`src/rtl/alu_mem_block_pkg.sv`:
```
// Shared encodings for the ALU decoder, ALU and data memory.
// Every sub-module of alu_mem_block imports this package.
package alu_mem_block_pkg;

  localparam int DEFAULT_DEPTH = 64;

  localparam logic [2:0] ALU_ADD = 3'b000;
  localparam logic [2:0] ALU_SUB = 3'b001;
  localparam logic [2:0] ALU_AND = 3'b010;
  localparam logic [2:0] ALU_OR  = 3'b011;
  localparam logic [2:0] ALU_SLT = 3'b101;

  typedef enum logic [1:0] {
    ALUOP_LDST   = 2'b00,
    ALUOP_BRANCH = 2'b01,
    ALUOP_ARITH  = 2'b10,
    ALUOP_RSVD   = 2'b11
  } alu_op_e;

  localparam logic [2:0] F3_ADD = 3'b000;
  localparam logic [2:0] F3_SLT = 3'b010;
  localparam logic [2:0] F3_OR  = 3'b110;
  localparam logic [2:0] F3_AND = 3'b111;

endpackage

```
`src/rtl/alu_mem_block_if.sv`:
```
// Bundle of ALU and data memory signals.
// The master drives the instruction fields, operands and memory requests; the slave returns the results.
interface alu_mem_block_if;

  logic [1:0]  alu_op;
  logic [2:0]  funct3;
  logic        op5;
  logic        funct7_5;
  logic [31:0] src_a;
  logic [31:0] src_b;
  logic [2:0]  alu_control;
  logic [31:0] alu_result;
  logic        zero_flag;
  logic        write_enable;
  logic [31:0] adr;
  logic [31:0] din;
  logic [31:0] dout;

  modport master (
    output alu_op, funct3, op5, funct7_5, src_a, src_b, write_enable, adr, din,
    input  alu_control, alu_result, zero_flag, dout
  );

  modport slave (
    input  alu_op, funct3, op5, funct7_5, src_a, src_b, write_enable, adr, din,
    output alu_control, alu_result, zero_flag, dout
  );

endinterface

```
`src/rtl/alu_mem_block_alu.sv`:
```
// Combinational 32-bit ALU.
// It supports add, sub, and, or and signed set-less-than.
module alu
  import alu_mem_block_pkg::*;
(
  input  logic [2:0]  alu_control,
  input  logic [31:0] src_a,
  input  logic [31:0] src_b,
  output logic [31:0] alu_result,
  output logic        zero_flag
);

  always_comb begin
    alu_result = '0;
    case (alu_control)
      ALU_ADD: alu_result = src_a + src_b;
      ALU_SUB: alu_result = src_a - src_b;
      ALU_AND: alu_result = src_a & src_b;
      ALU_OR:  alu_result = src_a | src_b;
      ALU_SLT: alu_result = {31'b0, ($signed(src_a) < $signed(src_b))};
      default: alu_result = '0;
    endcase
  end

  assign zero_flag = (alu_result == 32'd0);

endmodule

```
`src/rtl/alu_mem_block_data_memory.sv`:
```
// Word-addressed data memory with a combinational read port and a synchronous write port.
// An asynchronous reset clears every word.
module data_memory
  import alu_mem_block_pkg::*;
#(
  parameter int DEPTH = DEFAULT_DEPTH
) (
  input  logic        clk,
  input  logic        reset,
  input  logic        write_enable,
  input  logic [31:0] adr,
  input  logic [31:0] din,
  output logic [31:0] dout
);

  localparam int AW = $clog2(DEPTH);

  logic [AW-1:0] idx;
  logic [31:0]   mem_q [DEPTH];
  logic [31:0]   mem_d [DEPTH];
  logic          unused_adr_bits;

  // Byte-offset and high address bits are dropped, so addresses alias modulo DEPTH*4.
  assign idx             = adr[AW+1:2];
  assign unused_adr_bits = ^{adr[31:AW+2], adr[1:0]};

  always_comb begin
    mem_d = mem_q;
    if (write_enable) begin
      mem_d[idx] = din;
    end
  end

  always_ff @(posedge clk or posedge reset) begin
    if (reset) begin
      for (int i = 0; i < DEPTH; i++) begin
        mem_q[i] <= '0;
      end
    end else begin
      mem_q <= mem_d;
    end
  end

  assign dout = mem_q[idx];

endmodule

```
`src/rtl/alu_mem_block_decoder.sv`:
```
// Combinational ALU control decoder.
// It maps alu_op and the funct fields to a 3-bit ALU operation code.
module alu_decoder
  import alu_mem_block_pkg::*;
(
  input  logic [1:0] alu_op,
  input  logic [2:0] funct3,
  input  logic       op5,
  input  logic       funct7_5,
  output logic [2:0] alu_control
);

  // Subtraction applies only to the register-register form; addi keeps bit 30 as immediate data.
  always_comb begin
    alu_control = ALU_ADD;
    case (alu_op)
      ALUOP_BRANCH: alu_control = ALU_SUB;
      ALUOP_ARITH: begin
        case (funct3)
          F3_ADD:  alu_control = (op5 && funct7_5) ? ALU_SUB : ALU_ADD;
          F3_SLT:  alu_control = ALU_SLT;
          F3_OR:   alu_control = ALU_OR;
          F3_AND:  alu_control = ALU_AND;
          default: alu_control = ALU_ADD;
        endcase
      end
      default: alu_control = ALU_ADD;
    endcase
  end

endmodule

```
`src/rtl/alu_mem_block.sv`:
```
// Top level: the ALU decoder drives the ALU, with an independent data memory alongside.
// Only the data memory holds state.
module alu_mem_block
  import alu_mem_block_pkg::*;
#(
  parameter int DEPTH = DEFAULT_DEPTH
) (
  input  logic           clk,
  input  logic           reset,
  alu_mem_block_if.slave bus
);

  logic [2:0]  alu_control;
  logic [31:0] alu_result;
  logic        zero_flag;
  logic [31:0] dout;

  alu_decoder u_decoder (
    .alu_op      (bus.alu_op),
    .funct3      (bus.funct3),
    .op5         (bus.op5),
    .funct7_5    (bus.funct7_5),
    .alu_control (alu_control)
  );

  alu u_alu (
    .alu_control (alu_control),
    .src_a       (bus.src_a),
    .src_b       (bus.src_b),
    .alu_result  (alu_result),
    .zero_flag   (zero_flag)
  );

  data_memory #(.DEPTH(DEPTH)) u_mem (
    .clk          (clk),
    .reset        (reset),
    .write_enable (bus.write_enable),
    .adr          (bus.adr),
    .din          (bus.din),
    .dout         (dout)
  );

  assign bus.alu_control = alu_control;
  assign bus.alu_result  = alu_result;
  assign bus.zero_flag   = zero_flag;
  assign bus.dout        = dout;

endmodule

```
`src/flat_wrapper.sv`:
```
// flat-port wrapper written by rule: the top's interface ports become plain ports
module alu_mem_block_flat import alu_mem_block_pkg::*;
#(
  parameter int DEPTH = DEFAULT_DEPTH
)
  (clk, reset, bus_alu_op, bus_funct3, bus_op5, bus_funct7_5, bus_src_a, bus_src_b, bus_write_enable, bus_adr, bus_din, bus_alu_control, bus_alu_result, bus_zero_flag, bus_dout);
  alu_mem_block_if bus_i ();
  input  logic clk;
  input  logic reset;
  input wire logic [$bits(bus_i.alu_op)-1:0] bus_alu_op;
  input wire logic [$bits(bus_i.funct3)-1:0] bus_funct3;
  input wire logic [$bits(bus_i.op5)-1:0] bus_op5;
  input wire logic [$bits(bus_i.funct7_5)-1:0] bus_funct7_5;
  input wire logic [$bits(bus_i.src_a)-1:0] bus_src_a;
  input wire logic [$bits(bus_i.src_b)-1:0] bus_src_b;
  input wire logic [$bits(bus_i.write_enable)-1:0] bus_write_enable;
  input wire logic [$bits(bus_i.adr)-1:0] bus_adr;
  input wire logic [$bits(bus_i.din)-1:0] bus_din;
  output wire logic [$bits(bus_i.alu_control)-1:0] bus_alu_control;
  output wire logic [$bits(bus_i.alu_result)-1:0] bus_alu_result;
  output wire logic [$bits(bus_i.zero_flag)-1:0] bus_zero_flag;
  output wire logic [$bits(bus_i.dout)-1:0] bus_dout;
  assign bus_i.alu_op = bus_alu_op;
  assign bus_i.funct3 = bus_funct3;
  assign bus_i.op5 = bus_op5;
  assign bus_i.funct7_5 = bus_funct7_5;
  assign bus_i.src_a = bus_src_a;
  assign bus_i.src_b = bus_src_b;
  assign bus_i.write_enable = bus_write_enable;
  assign bus_i.adr = bus_adr;
  assign bus_i.din = bus_din;
  assign bus_alu_control = bus_i.alu_control;
  assign bus_alu_result = bus_i.alu_result;
  assign bus_zero_flag = bus_i.zero_flag;
  assign bus_dout = bus_i.dout;
  alu_mem_block #(.DEPTH(DEPTH)) u_core (.clk(clk), .reset(reset), .bus(bus_i));
endmodule
```
`config.mk`:
```
export PLATFORM = sky130hd
export DESIGN_NAME = alu_mem_block_flat
export DESIGN_NICKNAME = d
export VERILOG_FILES = /design/src/rtl/alu_mem_block_pkg.sv /design/src/rtl/alu_mem_block_if.sv /design/src/rtl/alu_mem_block_alu.sv /design/src/rtl/alu_mem_block_data_memory.sv /design/src/rtl/alu_mem_block_decoder.sv /design/src/rtl/alu_mem_block.sv /design/src/flat_wrapper.sv
export SDC_FILE = /design/constraint.sdc
export NUM_CORES = 2
export LEC_CHECK = 0
export CORE_MARGIN = 2
export CORE_UTILIZATION = 35
export CTS_CLUSTER_DIAMETER = 80
export DETAILED_ROUTE_END_ITERATION = 16
export HOLD_SLACK_MARGIN = 0.06
export MAX_ROUTING_LAYER = met4
export SLEW_MARGIN = 0
export SYNTH_ARGS = -nofsm -noshare
export SYNTH_HDL_FRONTEND = slang
export SYNTH_SLANG_ARGS = --single-unit
```
`constraint.sdc`:
```
create_clock -name clk -period 165.9 [get_ports clk]
set_input_delay 41.475 -clock clk [delete_from_list [all_inputs] [get_ports clk]]
set_output_delay 41.475 -clock clk [all_outputs]
set_load 0.02 [all_outputs]
```
Yosys cells after proc, flatten, opt, wreduce, memory -nomap -nowiden. Index checks and enable logic that the tools add are counted.

Add/sub/neg operators: 2. Magnitude comparators: 3. Equal/unequal tests: 9. Mux-type cells: 10. Bitwise operators: 3. Reduce and logical (&&, ||, !) cells: 5.

Operator list (count): $bwmux W2048 (1); $bmux W32 S6 (1); $demux W32 S6 (1); $pmux W32 S5 (1); $mux W32 (3); $add A32 B32 Y32 (1); $and A32 B32 Y32 (1); $logic_not A32 Y1 (1); $lt A32 B32 Y1 (1); $or A32 B32 Y32 (1); $sub A32 B32 Y32 (1); $pmux W3 S4 (1); $eq A3 B2 Y1 const B (3); $eq A3 B3 Y1 const B (3); $ge A7 B7 Y1 const B (1); $lt A7 B1 Y1 const B (1); $not A6 Y7 (1); $logic_not A3 Y1 (2); $pmux W3 S2 (1); $eq A3 B1 Y1 const B (1); $eq A2 B1 Y1 const B (1); $eq A2 B2 Y1 const B (1); $logic_and A1 B1 Y1 (2); $mux W1 (1).

Register bits after elaboration: 2048.

Logic depth before layout (Yosys ltp).
Word-level depth: 7. Mapped depth: 15. Mapped depth without buffers: 14.

Hierarchy. From an unflattened synthesis, not the netlist that was laid out.

Cells, all modules: 7602. Area, all modules: 97277.0 um^2.

By module, submodules not included: data_memory (times used 1, cells an instance 6765, area an instance 91729.2 um^2, sequential area each 51249.2 um^2); alu (times used 1, cells an instance 826, area an instance 5451.5 um^2, sequential area each 0.0 um^2); alu_decoder (times used 1, cells an instance 11, area an instance 96.3 um^2, sequential area each 0.0 um^2).

Worst setup path after synthesis. Ideal clock, no wire load.

Path type: input to output. Start: in bus_src_a[0]. End: out bus_zero_flag. Arrival time: 45.226 ns. Setup slack: 79.199 ns. Cell stages on the path: 14. Path buffers: 0. Cells stage by stage: inv_1 > ha_1 > fa_1 > o21ba_1 > or4_1 > a21oi_1 > a21oi_1 > xnor2_1 > o221ai_1 > or4_1 > nor4_1 > nand4b_1 > or4b_1 > nor4b_2.

Longest elaborated chain between the ends: 3. Elaborated cells between the ends (all ways): 7. Classes of those cells: 2 x add/sub; 1 x order compare; 1 x mux; 2 x bitwise; 1 x reduce/logical.

RTL lines: start, declared (line flat_wrapper.sv:14) `input wire logic [$bits(bus_i.src_a)-1:0] bus_src_a;`; $sub A32 B32 Y32 or $add A32 B32 Y32 (tied branches) (line alu_mem_block_alu.sv:17, alu_mem_block_alu.sv:16); $pmux W32 S5 * (line alu_mem_block_alu.sv:15) `case (alu_control)`; named net bus_alu_result[6] (line flat_wrapper.sv:20) `output wire logic [$bits(bus_i.alu_result)-1:0] bus_alu_result;`; $logic_not A32 Y1 * (line alu_mem_block_alu.sv:25) `assign zero_flag = (alu_result == 32'd0);`; end, declared (line flat_wrapper.sv:21) `output wire logic [$bits(bus_i.zero_flag)-1:0] bus_zero_flag;`.

The timed path passes the listed nets; every way through them passes the cells marked *.

Final worst setup path.
Start: in bus_adr[3]. End: out bus_dout[22].

Longest elaborated chain between the ends: 4.

RTL lines: start, declared (line flat_wrapper.sv:17) `input wire logic [$bits(bus_i.adr)-1:0] bus_adr;`; $not A6 Y7 (not written as such) (line alu_mem_block_data_memory.sv:44) `assign dout = mem_q[idx];`; $bmux W32 S6 (line alu_mem_block_data_memory.sv:44); $mux W32 (not written as such) (2 in a row) (line alu_mem_block_data_memory.sv:44); end, declared (line flat_wrapper.sv:22) `output wire logic [$bits(bus_i.dout)-1:0] bus_dout;`.

No other way between the ends. The select of a mux whose other input is x is not followed.

==> qor.log <==
[outcome] run status finished, final reports clean
[die] area of the die 0.2702 sq mm
[final_layout] proportion of layout cells with a drive suffix above 1 37.35%
[die] Chip Width 519.8 um
[place] # port buffers 179
[worst_hold_path] beginning of the worst hold path u_core.u_mem.mem_q[907]$_DFFE_PP0P_
[power] Static Leak 47.07 nW
[cts] TritonCTS clock tree done
[cts] clock root buffer sky130_fd_sc_hd__clkbuf_16
[critical_path] highest-delay cell along the critical path sky130_fd_sc_hd__buf_4
[timing] RSZ-0062 raised after global routing false
[timing] setup skew after layout 0 ns
[final_layout] post-synthesis to final-layout area growth 12.45%
[routing] DR iter-0 viols 5902
[critical_path] cell depth of the worst flop-to-flop path 1
[timing] slew at the pin closest to its max-slew limit 1.355 ns
[routing] Avg Vias per Cell 6.001
[grt] wire length of the first global-routing pass 452.3 mm
[critical_path] Req. time, crit path 124.42 ns
[routing] detailed-router iteration count before antenna repair 6
[cts] TritonCTS buffer count 201
[place] Placer Congestion 0.8664
[critical_path] worst setup path category in2out
[routing] DRT antenna net count 0
[grt] total routing resource utilization after global routing 23.14%
[logic_synthesis] combined area of all synthesized cells 0.09312 sq mm
[critical_path] startpoint of the most critical register-to-register path u_core.u_mem.mem_q[694]$_DFFE_PP0P_
[final_layout] Largest regs u_core.u_mem.mem_q x2048
[grt] antenna violations before repair 13
[logic_synthesis] sequential-to-total area share from yosys stat 55.03%
[timing] worst slew margin relative to its limit 9.562%
[cts] number of buffers on the longest clock path 3
[logic_synthesis] number of distinct library cell variants in the gate-level netlist after synthesis 90
[critical_path] Setup crit start kind primary input
[grt] Remaining Overflow, GRT 0
[final_layout] largest register by flop count u_core.u_mem.mem_q
[cts] clock latency on the worst-skew pair 0.82 ns
[critical_path] element type at the critical path end output port
[final_layout] number of flip-flops in the largest register 2048
[critical_path] CP Data Arrival Time 47.03 ns
[final_layout] final design instance area without fill 0.1047 sq mm
[cts] count of hold buffers inserted by post-cts repair 0
[critical_path] Worst setup startpoint bus_adr[3]
[run] number of maximum-capacitance violations 0
[cts] PostCTS Resize Cnt 0
[cts] setup bufs post-CTS 0
[final_layout] total of fill cells in the finished design 24720
[power] cell area power density 11.52 mW/mm^2
[place] HPWL Detailed 175.6 mm
[critical_path] logic depth of the worst path, buffers included 11
[routing] number of vias in the routed layout 63550
[grt] pin count of the biggest net entering global routing 189
[timing] count of final max-slew check failures 0
[timing] Finish-stage setup viols 0
[logic_synthesis] proportion of synthesized flip-flops having asynchronous set or reset 100.0%
[timing] final worst path period share 53.35%
[logic_synthesis] number of flops mapped to enable cells by yosys 0
[place] standard cell area after detailed placement 0.09818 sq mm
[timing] max frequency 11.30 MHz
[critical_path] top cell family by delay on the critical path buffers and inverters
[logic_synthesis] Post-Syn Area per Cell 13.12 sq um
[power] VDD IR-drop max 0.008803 mV
[die] placement row count 189
[timing] Final Hold Viols 0
[logic_synthesis] dominant register cell in the synthesized netlist sky130_fd_sc_hd__dfrtp_1
[final_layout] NumNets Final 7145
[worst_hold_path] min-delay worst type reg2reg
[critical_path] largest fanout of any net on the critical path 80
[die] initial standard-cell utilization of the core 35.16%
[die] number of top-level design ports 206
[worst_hold_path] hold path depth 1
[routing] wire length after detailed routing 311.6 mm
[die] Core Footprint 0.2649 sq mm
[die] vertical die dimension 519.8 um
[timing] min cycle time layout 88.51 ns
[logic_synthesis] number of flip-flops and latches in the synthesized netlist 2048
[critical_path] Worst path max stage delay 0.81 ns
[critical_path] chain of cells forming the critical path clkdlybuf4s50_1, and3b_4, buf_4, buf_12, buf_4, a22o_1, a221oi_1, a31oi_1, a21oi_1, nand4_1, clkdlybuf4s50_1
[routing] drc violations 0
[logic_synthesis] synthesis warning total 0
[final_layout] leading cell types in the layout, fill and taps excluded 2048 x sky130_fd_sc_hd__mux2_2, 2048 x sky130_fd_sc_hd__dfrtp_1, 651 x sky130_fd_sc_hd__a22oi_1
[timing] setup tns final 0 ns
[cts] clock-pin slew reported for the worst setup and hold paths after clock tree synthesis 0.05 ns
[cts] clock sink total 2048
[grt] vias in the first global route 64360
[logic_synthesis] cells after synthesis 7096
[cts] count of H-tree levels built during CTS 4
[routing] routed length per placed instance 29.43 um
[critical_path] CP Buf/Inv Count 5
[logic_synthesis] number of nets produced by synthesis 7346
Yosys cell counts (90+ instances only):
master                     instances  area share [%]
sky130_fd_sc_hd__dfrtp_1        2048              55
sky130_fd_sc_hd__mux2_2         2048              25
sky130_fd_sc_hd__a22oi_1         651             5.2
sky130_fd_sc_hd__clkbuf_1        550             2.2
sky130_fd_sc_hd__a221oi_1        190             1.8
sky130_fd_sc_hd__a22o_1          187             1.8
sky130_fd_sc_hd__a31oi_1         172             1.2
sky130_fd_sc_hd__buf_1           169            0.68
sky130_fd_sc_hd__a21oi_1         164            0.88
sky130_fd_sc_hd__ha_1            110             1.5
sky130_fd_sc_hd__inv_1            97            0.39
sky130_fd_sc_hd__nor2_1           92            0.37
sky130_fd_sc_hd__nand4_1          90            0.60
path summary, 6_finish.rpt:
check,end,slack (ns)
worst max-delay path,bus_dout[22],77.39
max in group asynchronous,u_core.u_mem.mem_q[359]$_DFFE_PP0P_,120.33
min in group asynchronous,u_core.u_mem.mem_q[1025]$_DFFE_PP0P_,41.20
worst min register to register,u_core.u_mem.mem_q[907]$_DFFE_PP0P_,0.50
worst min-delay path,u_core.u_mem.mem_q[907]$_DFFE_PP0P_,0.50
worst max register to register,u_core.u_mem.mem_q[694]$_DFFE_PP0P_,165.10
layer usage:
| metal | part of all wire (%) | track usage (%) | up-vias |
|---|---|---|---|
| met5 | 0 | - | - |
| met4 | 4.2 | 9.022 | 0 |
| met3 | 6.4 | 3.421 | 612 |
| met1 | 42 | 29.55 | 34210 |
| met2 | 48 | 37.04 | 2504 |
| li1 | - | - | 26220 |
metrics by stage:
step	hold WS (ns)	instances	utilization [%]	power, mW	setup WS (ns)
floorplan	0.4793	7096	-	0.7131	66.58
global placement	0.4869	10230	37.07	0.7499	77.46
detailed placement	0.4931	10230	37.07	0.7596	77.43
CTS	0.5064	10580	39.53	1.211	77.40
global route	0.5096	10590	39.54	1.252	77.34
finish	0.5028	10590	39.54	1.206	77.39
cell families after synthesis:
kind of cell             Yosys count  synth area share, %
AND/OR/NAND/NOR                  493                2.762
AO/OA/AOI/OAI                   1536                12.26
adder cells (fa/ha/maj)          112                1.521
multiplexers                    2056                24.85
XOR/XNOR                          21               0.2056
flip-flops                      2048                55.03
buffers and inverters            830                3.359
area by class of cell:
| type | count | area (sq um) | share of cell area (%) |
|---|---|---|---|
| sequential | 2048 | 51250 | 48.94 |
| multi-input combinational | 4218 | 39270 | 37.50 |
| clock buffer | 301 | 5898 | 5.633 |
| tap | 3533 | 4420 | 4.221 |
| timing repair buffer | 325 | 2860 | 2.731 |
| clock inverter | 57 | 619.3 | 0.5915 |
| inverter | 101 | 386.6 | 0.3692 |
| antenna | 6 | 15.01 | 0.01434 |
power by group:
| group | internal, mW | total, mW | leakage [nW] | switching, mW |
|---|---|---|---|---|
| clock | 0.257 | 0.454 | 3.22 | 0.197 |
| combinational | 0.0738 | 0.153 | 16.6 | 0.0789 |
| sequential | 0.566 | 0.600 | 27.2 | 0.0338 |
No activity file was read; power rests on OpenSTA's default activity.
